### src/rtl/seq_pkg.sv
`default_nettype none
// ============================================================================
//  Module      : seq_pkg
//  Description : Shared types for the op_sequencer codebase slice: opcode,
//                register select, sequencer state and packed instruction.
//  Revision    : 1.0 - initial release
// ============================================================================
package seq_pkg;

    typedef enum logic [2:0] {
        ADDI = 3'd0,
        SUBI = 3'd1,
        ANDI = 3'd2,
        XORI = 3'd3,
        JMP  = 3'd4,
        JMPC = 3'd5,
        CALL = 3'd6,
        RET  = 3'd7
    } op_t;

    typedef enum logic [1:0] {
        REG0 = 2'd0,
        REG1 = 2'd1,
        REG2 = 2'd2,
        REG3 = 2'd3
    } reg_t;

    typedef enum logic [1:0] {
        FETCH = 2'd0,
        EXEC  = 2'd1,
        REDIR = 2'd2
    } state_t;

    typedef struct packed {
        op_t        op;
        reg_t       rd;
        logic [7:0] imm;
    } instr_t;

    localparam int c_NUM_REGS = 4;

endpackage : seq_pkg
`default_nettype wire

### src/rtl/seq_call_stack.sv
`default_nettype none
// ============================================================================
//  Module      : seq_call_stack
//  Description : Bounded LIFO of return addresses. The owner never asserts
//                push and pop in the same cycle and never pushes when full
//                or pops when empty; the pointer is still guarded here.
//  Revision    : 1.0 - initial release
// ============================================================================
module seq_call_stack #(
    parameter int AW    = 8,
    parameter int DEPTH = 4
) (
    input  logic          clk,
    input  logic          rst_n,
    input  logic          push,
    input  logic          pop,
    input  logic [AW-1:0] push_data,
    output logic          full,
    output logic          empty,
    output logic [AW-1:0] top
);

    localparam int               c_PW   = $clog2(DEPTH);
    localparam logic [c_PW:0]    c_FULL = DEPTH[c_PW:0];

    logic [AW-1:0]   r_mem [DEPTH];
    logic [c_PW:0]   r_sp;
    logic [c_PW-1:0] w_wr_idx;
    logic [c_PW-1:0] w_top_idx;

    // Pointer counts occupied entries; the top is the slot just below it.
    assign w_wr_idx  = r_sp[c_PW-1:0];
    assign w_top_idx = w_wr_idx - 1'b1;
    assign full      = (r_sp == c_FULL);
    assign empty     = (r_sp == '0);
    assign top       = r_mem[w_top_idx];

    // Storage and pointer update.
    always_ff @(posedge clk or negedge rst_n) begin
        if (!rst_n) begin
            r_sp <= '0;
            for (int i = 0; i < DEPTH; i++) begin
                r_mem[i] <= '0;
            end
        end else if (push && !full) begin
            r_mem[w_wr_idx] <= push_data;
            r_sp            <= r_sp + 1'b1;
        end else if (pop && !empty) begin
            r_sp            <= r_sp - 1'b1;
        end
    end

endmodule : seq_call_stack
`default_nettype wire

### src/rtl/op_sequencer.sv
`default_nettype none
// ============================================================================
//  Module      : op_sequencer
//  Description : In-order FETCH/EXEC/REDIR sequencer for the 3-bit opcode
//                set. Owns pc, carry, sticky err, a 4-entry register file
//                and a bounded call stack.
//  Revision    : 1.0 - initial release
// ============================================================================
module op_sequencer
    import seq_pkg::*;
#(
    parameter int DW          = 8,
    parameter int AW          = 8,
    parameter int STACK_DEPTH = 4
) (
    input  logic            clk,
    input  logic            rst_n,
    input  logic            instr_valid,
    output logic            instr_ready,
    input  logic [DW+4:0]   instr_data,
    output logic [AW-1:0]   pc,
    output logic            redirect,
    input  logic [1:0]      rd_sel,
    output logic [DW-1:0]   rd_data,
    output logic            carry,
    output logic            err
);

    state_t          r_state;
    state_t          w_state_nxt;
    op_t             r_op;
    logic [1:0]      r_rd;
    logic [DW-1:0]   r_imm;
    logic [AW-1:0]   r_pc;
    logic [AW-1:0]   w_pc_nxt;
    logic [AW-1:0]   w_pc_inc;
    logic [AW-1:0]   w_target;
    logic            r_carry;
    logic            w_carry_nxt;
    logic            r_err;
    logic            w_err_nxt;
    logic            r_live;
    logic [DW-1:0]   r_regs [c_NUM_REGS];
    logic [DW-1:0]   w_rd_val;
    logic [DW:0]     w_sum;
    logic [DW:0]     w_diff;
    logic            w_wr_en;
    logic [DW-1:0]   w_wr_data;
    logic            w_accept;
    logic            w_push;
    logic            w_pop;
    logic            w_full;
    logic            w_empty;
    logic [AW-1:0]   w_top;

    // Ready is held low until the first clock after reset release.
    assign instr_ready = (r_state == FETCH) && r_live;
    assign w_accept    = instr_valid && instr_ready;
    assign redirect    = (r_state == REDIR);
    assign pc          = r_pc;
    assign carry       = r_carry;
    assign err         = r_err;
    assign rd_data     = r_regs[rd_sel];

    // Operand and result helpers; the extra MSB is carry-out / borrow.
    assign w_rd_val = r_regs[r_rd];
    assign w_sum    = {1'b0, w_rd_val} + {1'b0, r_imm};
    assign w_diff   = {1'b0, w_rd_val} - {1'b0, r_imm};
    assign w_pc_inc = r_pc + 1'b1;
    assign w_target = r_imm[AW-1:0];

    // State register plus architectural pc/flags.
    always_ff @(posedge clk or negedge rst_n) begin
        if (!rst_n) begin
            r_state <= FETCH;
            r_pc    <= '0;
            r_carry <= 1'b0;
            r_err   <= 1'b0;
            r_live  <= 1'b0;
        end else begin
            r_state <= w_state_nxt;
            r_pc    <= w_pc_nxt;
            r_carry <= w_carry_nxt;
            r_err   <= w_err_nxt;
            r_live  <= 1'b1;
        end
    end

    // Capture the instruction fields only on an accepted handshake.
    always_ff @(posedge clk or negedge rst_n) begin
        if (!rst_n) begin
            r_op  <= ADDI;
            r_rd  <= '0;
            r_imm <= '0;
        end else if (w_accept) begin
            r_op  <= op_t'(instr_data[DW+4:DW+2]);
            r_rd  <= instr_data[DW+1:DW];
            r_imm <= instr_data[DW-1:0];
        end
    end

    // Register file: a single full-width write at the end of EXEC.
    always_ff @(posedge clk or negedge rst_n) begin
        if (!rst_n) begin
            for (int i = 0; i < c_NUM_REGS; i++) begin
                r_regs[i] <= '0;
            end
        end else if (w_wr_en) begin
            r_regs[r_rd] <= w_wr_data;
        end
    end

    // Next-state, execute and stack control.
    always_comb begin
        w_state_nxt = r_state;
        w_pc_nxt    = r_pc;
        w_carry_nxt = r_carry;
        w_err_nxt   = r_err;
        w_wr_en     = 1'b0;
        w_wr_data   = w_rd_val;
        w_push      = 1'b0;
        w_pop       = 1'b0;
        case (r_state)
            FETCH: begin
                if (w_accept) begin
                    w_state_nxt = EXEC;
                end
            end
            EXEC: begin
                w_state_nxt = FETCH;
                w_pc_nxt    = w_pc_inc;
                case (r_op)
                    ADDI: begin
                        w_wr_en     = 1'b1;
                        w_wr_data   = w_sum[DW-1:0];
                        w_carry_nxt = w_sum[DW];
                    end
                    SUBI: begin
                        w_wr_en     = 1'b1;
                        w_wr_data   = w_diff[DW-1:0];
                        w_carry_nxt = w_diff[DW];
                    end
                    ANDI: begin
                        w_wr_en     = 1'b1;
                        w_wr_data   = w_rd_val & r_imm;
                        w_carry_nxt = 1'b0;
                    end
                    XORI: begin
                        w_wr_en     = 1'b1;
                        w_wr_data   = w_rd_val ^ r_imm;
                        w_carry_nxt = 1'b0;
                    end
                    JMP: begin
                        w_pc_nxt    = w_target;
                        w_state_nxt = REDIR;
                    end
                    JMPC: begin
                        if (r_carry) begin
                            w_pc_nxt    = w_target;
                            w_state_nxt = REDIR;
                        end
                    end
                    CALL: begin
                        if (!w_full) begin
                            w_push      = 1'b1;
                            w_pc_nxt    = w_target;
                            w_state_nxt = REDIR;
                        end else begin
                            w_err_nxt   = 1'b1;
                        end
                    end
                    RET: begin
                        if (!w_empty) begin
                            w_pop       = 1'b1;
                            w_pc_nxt    = w_top;
                            w_state_nxt = REDIR;
                        end else begin
                            w_err_nxt   = 1'b1;
                        end
                    end
                    default: begin
                        w_err_nxt = 1'b1;
                    end
                endcase
            end
            REDIR: begin
                w_state_nxt = FETCH;
            end
            default: begin
                w_state_nxt = FETCH;
            end
        endcase
    end

    seq_call_stack #(
        .AW        (AW),
        .DEPTH     (STACK_DEPTH)
    ) u_call_stack (
        .clk       (clk),
        .rst_n     (rst_n),
        .push      (w_push),
        .pop       (w_pop),
        .push_data (w_pc_inc),
        .full      (w_full),
        .empty     (w_empty),
        .top       (w_top)
    );

endmodule : op_sequencer
`default_nettype wire

### config.mk
export PLATFORM = sky130hd
export DESIGN_NAME = op_sequencer
export DESIGN_NICKNAME = d
export VERILOG_FILES = /design/src/rtl/seq_pkg.sv /design/src/rtl/seq_call_stack.sv /design/src/rtl/op_sequencer.sv
export SDC_FILE = /design/constraint.sdc
export NUM_CORES = 1
export LEC_CHECK = 0
export ABC_CLOCK_PERIOD_IN_PS = 7800
export CAP_MARGIN = 0
export CORE_MARGIN = 5
export CORE_UTILIZATION = 40
export CTS_CLUSTER_SIZE = 30
export DETAILED_ROUTE_END_ITERATION = 16
export PLACE_DENSITY_LB_ADDON = 0.12
export SLEW_MARGIN = 20
export SYNTH_ARGS = -nofsm -noshare
export SYNTH_HDL_FRONTEND = slang
export SYNTH_SLANG_ARGS = --single-unit
### constraint.sdc
create_clock -name clk -period 7.8 [get_ports clk]
set_input_delay 1.56 -clock clk [delete_from_list [all_inputs] [get_ports clk]]
set_output_delay 1.56 -clock clk [all_outputs]
set_load 0.01 [all_outputs]
# Word-level counts from Yosys, hierarchy flattened
# Index checks and enable logic that the tools add are counted.
dict set report word_totals {
  reg_bits 93
  in_bits 18
  output_inout_bits 20
  elab_cells 107
}
dict set report op_classes {
  add_sub_neg 6
  n_lt_le_gt_ge 6
  n_eq_ne 13
  mux 41
  bitwise_logic 6
  reduce_logical 18
}
# op count
set op_table {}
lappend op_table {{2-to-1 mux 8 bit} 12}
lappend op_table {{bitwise mux 32 bit} 2}
lappend op_table {{one-hot mux 8 bit (4 select lines)} 2}
lappend op_table {{binary-select mux 8 bit (select 2 bit)} 3}
lappend op_table {{demux 8 bit (select 2 bit)} 2}
lappend op_table {{equality test 3 bit (second input constant)} 5}
lappend op_table {{>= comparator 3 bit (second input constant)} 4}
lappend op_table {{inverter 2 -> 3 bit} 4}
lappend op_table {{2-to-1 mux 1 bit} 10}
lappend op_table {{adder 8 x 8 -> 9 bit} 1}
lappend op_table {{subtractor 8 x 8 -> 9 bit} 1}
lappend op_table {{adder 8 x 1 -> 8 bit (second input constant)} 1}
lappend op_table {{AND 8 bit} 1}
lappend op_table {{2-to-1 mux 2 bit} 4}
lappend op_table {{one-hot mux 2 bit (4 select lines)} 1}
lappend op_table {{bitwise XOR 8 bit} 1}
lappend op_table {{equality test 3 x 2 -> 1 bit (second input constant)} 2}
lappend op_table {{logical AND 1 bit} 6}
lappend op_table {{logical NOT 3 bit} 2}
lappend op_table {{less-than comparator 3 x 1 -> 1 bit (second input constant)} 2}
lappend op_table {{2-to-1 mux 3 bit} 2}
lappend op_table {{!= test 2 x 1 -> 1 bit (second input constant)} 2}
lappend op_table {{one-hot mux 2 bit (2 select lines)} 1}
lappend op_table {{AND reduction 4 bit} 1}
lappend op_table {{16 further kinds} 18}

# Depth between registers and ports, before layout
dict set report depth {
  ltp_word 8
  depth_mapped 11
  depth_no_buf 11
}

# Modules after synthesis
# Synthesis repeated with hierarchy kept, for this count alone.
dict set report unflattened {
  cells_unflattened 478
  area_unflattened_um2 5517.8
}
# module instances cells_per_inst area_per_inst_um2 seq_area_each_um2
set modules_own_cells {}
lappend modules_own_cells {op_sequencer 1 375 3863.7 1451.4}
lappend modules_own_cells {seq_call_stack 1 103 1654.1 875.8}

# Least setup slack after synthesis
# No wires, ideal clock.
dict set report synth_timing {
  path_kind {input-to-output}
  startpoint {input rd_sel[0]}
  endpoint {output rd_data[0]}
  arrival_time_ps 2575
  required_ps 6240
  path_slack_ps 3665
  cell_stages 2
  n_path_buf 1
  cell_sequence {clkbuf_1 -> mux4_2}
}
dict set report synth_between {
  elab_chain_cells 4
}
# item line_no
set synth_rtl {}
lappend synth_rtl {{from (decl)} op_sequencer.sv:23} ;# input logic [1:0] rd_sel,
lappend synth_rtl {{inverter 2 -> 3 bit (implied by the code)} op_sequencer.sv:63} ;# assign rd_data = r_regs[rd_sel];
lappend synth_rtl {{binary-select mux 8 bit (select 2 bit)} op_sequencer.sv:63}
lappend synth_rtl {{2-to-1 mux 8 bit (implied by the code) (2 in a row)} op_sequencer.sv:63}
lappend synth_rtl {{to (decl)} op_sequencer.sv:24} ;# output logic [DW-1:0] rd_data,
# No other way between the ends. The select of a mux whose other input is x is not followed.

# Worst setup path after layout
dict set report layout_timing {
  startpoint {input rd_sel[0]}
  endpoint {output rd_data[7]}
}
# The elaborated chain is that of the path after synthesis.

==> flow_metrics.env <==
export IMPL_rsz0062_at_grt="no"
export IMPL_slew_viol_final=0
export IMPL_drt_total_wl_mm=13.7
export IMPL_critPathLaunchType="input pin"
export IMPL_worst_slew_pin_slew_ns=0.910
export IMPL_io_pins=38
export IMPL_cts_tree="done"
export IMPL_vias=3984
export IMPL_post_cts_buffers=0
export IMPL_grt_start_max_net_pins=68
export IMPL_die_area_um2=16100
export IMPL_synth_simple_area_share=0.119
export IMPL_cts_buffer_depth=2
export IMPL_synth_common_cells="dfrtp_1 (93), nand2_1 (53), o21ai_0 (45), nor2_1 (36), mux2_2 (34)"
export IMPL_fin_ws_ns=2.77
export IMPL_clkTransAtPathRegs_ns=0.07
export IMPL_synth_xor_xnor_area_share=0.0224
export IMPL_initial_utilization=0.410
export IMPL_period_needed_ns=5.03
export IMPL_yosysTopAreaCell="dfrtp_1"
export IMPL_ant_nets=0
export IMPL_synthDistinctLibCells=61
export IMPL_dr_pass1_iters=4
export IMPL_grt_pass1_wl_mm=22.5
export IMPL_avgSynthCellArea_um2=10.7
export IMPL_worstSetupEndpointType="output pin"
export IMPL_syn_num_nets=556
export IMPL_drv_cap=0
export IMPL_avgRoutedWirePerCell_um=19.3
export IMPL_io_buffers=37
export IMPL_area_sequential_um2=2330
export IMPL_multi_input_area_um2=2900
export IMPL_hold_viol=0
export IMPL_status="finished, final reports clean"
export IMPL_die_x_um=127
export IMPL_antenna_found_initial=0
export IMPL_remaining_drc_errors=0
export IMPL_crit_arrival_ns=3.47
export IMPL_power_leakage_nw=2.52
export IMPL_yosys_top_cells_area="dfrtp_1 (43%), mux4_2 (9.9%), mux2_2 (7.0%)"
export IMPL_nNetsFinal=576
export IMPL_gp_congestion=0.903
export IMPL_root_buffer="clkbuf_16"
export IMPL_powerDensity_nw_per_um2=405
export IMPL_final_fill_count=1308
export IMPL_synth_top_family_by_area="multiplexers"
export IMPL_ys_ff_latch=93
export IMPL_maxSlewHeadroom=0.393
export IMPL_cp_num_buf_inv=2
export IMPL_tns_ns=0
export IMPL_setup_viol=0
export IMPL_cp_max_fo=8
export IMPL_ctsResizeCount=0
export IMPL_cp_data_required_time_ns=6.24
export IMPL_synthAdderAreaFrac=0.0682
export IMPL_fp_row_count=42
export IMPL_crit_family="buffers and inverters"
export IMPL_fmax_mhz=199
export IMPL_drt_initial_drc_count=265
export IMPL_core_um2=13300
export IMPL_track_usage=0.177
export IMPL_min_path_type="reg2reg"
export IMPL_crit_type="in2out"
export IMPL_ir_drop_mv=0.183
export IMPL_overflow=0
export IMPL_synth_compound_area_frac=0.145
export IMPL_crit_path_frequent_cell="clkdlybuf4s50_1"
export IMPL_cts_sinks=93
export IMPL_syn2layout_area_growth_pct=14.2
export IMPL_preCtsSetupSlack_ns=2.75
export IMPL_synthMuxAreaShare=0.174
export IMPL_synth_area_um2=5470
export IMPL_ys_seq_area_frac=0.426
export IMPL_grt_pass1_vias=3920
export IMPL_die_h_um=127
export IMPL_synth_cells=510
export IMPL_h_tree_depth=3
export IMPL_cts_buffers=9
export IMPL_synth_edf_count=0
export IMPL_synth_warnings=0
export IMPL_fin_skew_ns=0.00776
export IMPL_clock_latency_ns=0.36
export IMPL_max_stage_delay_ns=0.82
export IMPL_synthArstFlopShare=1.00
export IMPL_dp_hpwl_mm=9.76
export IMPL_drive_above_1_share=0.164
export IMPL_path_cells="clkdlybuf4s50_1 -> mux4_2 -> clkdlybuf4s50_1"
export IMPL_yosysMostFrequentCell="dfrtp_1"
export IMPL_netlist_area_leader_share=0.426
export IMPL_slowest_stage="clkdlybuf4s50_1"
export IMPL_num_antenna_cells=0
export IMPL_viasPerCell=5.60
export IMPL_ys_flop_type="dfrtp_1"
export IMPL_cts_hold_buf=0
export IMPL_finalCritPeriodShare=0.645
==> sequential cells by signal, summed over array words and instances (netlist names) <==
signal,cells
r_state,2
r_regs,32
u_call_stack.r_mem,32
r_op,3
r_imm,8
pc,8
carry,1
r_live,1
r_rd,2
err,1
u_call_stack.r_sp,3
==> per-stage QoR <==
step / hold slack (ns) / cells / util / power [mW] / cell area [um^2]
after floorplan: 0.441 / 510 / - / 1.69 / 5470
after global placement: 0.458 / 695 / 0.443 / 2.01 / 5910
after detailed placement: 0.464 / 695 / 0.443 / 2.03 / 5910
after CTS: 0.482 / 711 / 0.468 / 2.54 / 6240
after global routing: 0.502 / 711 / 0.468 / 2.70 / 6240
final: 0.477 / 711 / 0.468 / 2.53 / 6240
==> layout by cell type, fill, tap and decap left out, types with 22 or more instances in the layout <==
master and n:
dfrtp_1 93, nand2_1 53, o21ai_0 45, nor2_1 36, clkdlybuf4s50_1 36, mux2_2 34
a21oi_1 29, ha_1 25, mux4_2 24, inv_1 22
==> worst register-to-register path, cell delays in order (launching register included) <==
cell,delay (ns)
dfrtp_1,0.84
mux4_2,0.67
ha_1,0.49
inv_1,0.17
a221oi_2,0.43
mux2i_1,0.15
a2111oi_2,0.70
a21oi_1,0.15
==> cell type report <==
| cell class | instances | area share |
|---|---|---|
| multi-input combinational | 365 | 0.464 |
| sequential | 93 | 0.373 |
| timing repair buffer | 39 | 0.0613 |
| tap | 176 | 0.0353 |
| inverter | 22 | 0.0132 |
| clock buffer | 9 | 0.0361 |
| clock inverter | 7 | 0.0170 |
==> report_power, final <==
group,internal (mW),switching [mW]
registers,0.660,0.206
clock network,0.286,0.208
logic,0.579,0.590
==> layer usage <==
| metal | vias up | track usage | routed length, um |
|---|---|---|---|
| li1 | 1869 | - | - |
| met4 | 0 | 0.0618 | 322 |
| met1 | 2003 | 0.268 | 6780 |
| met5 | - | 0 | 0 |
| met3 | 17 | 0.0349 | 606 |
| met2 | 95 | 0.252 | 6000 |
==> path summary, 6_finish.rpt <==
check	from	to	slack (ns)	depth (start not counted)
max	rd_sel[0]	rd_data[7]	2.77	3
min	u_call_stack.r_mem[25]	u_call_stack.r_mem[25]	0.48	2
max reg2reg	r_rd[0]	r_regs[31]	4.03	7
min reg2reg	u_call_stack.r_mem[25]	u_call_stack.r_mem[25]	0.48	2
max in group asynchronous	rst_n	r_regs[28]	5.49	2
min in group asynchronous	rst_n	u_call_stack.r_mem[20]	1.11	1
==> cell families (layout without fill, tap and decap cells) <==
group                      after synthesis  after routing
AOI/OAI and AO/OA                      123            123
xor gates and xnor gates                14             14
adders and majority gates               28             28
buffers and inverters                   52             77
DFF                                     93             93
muxes                                   61             61
other                                    1              1
and+or+nand+nor                        138            138
Power figures use the tool's default switching activity.
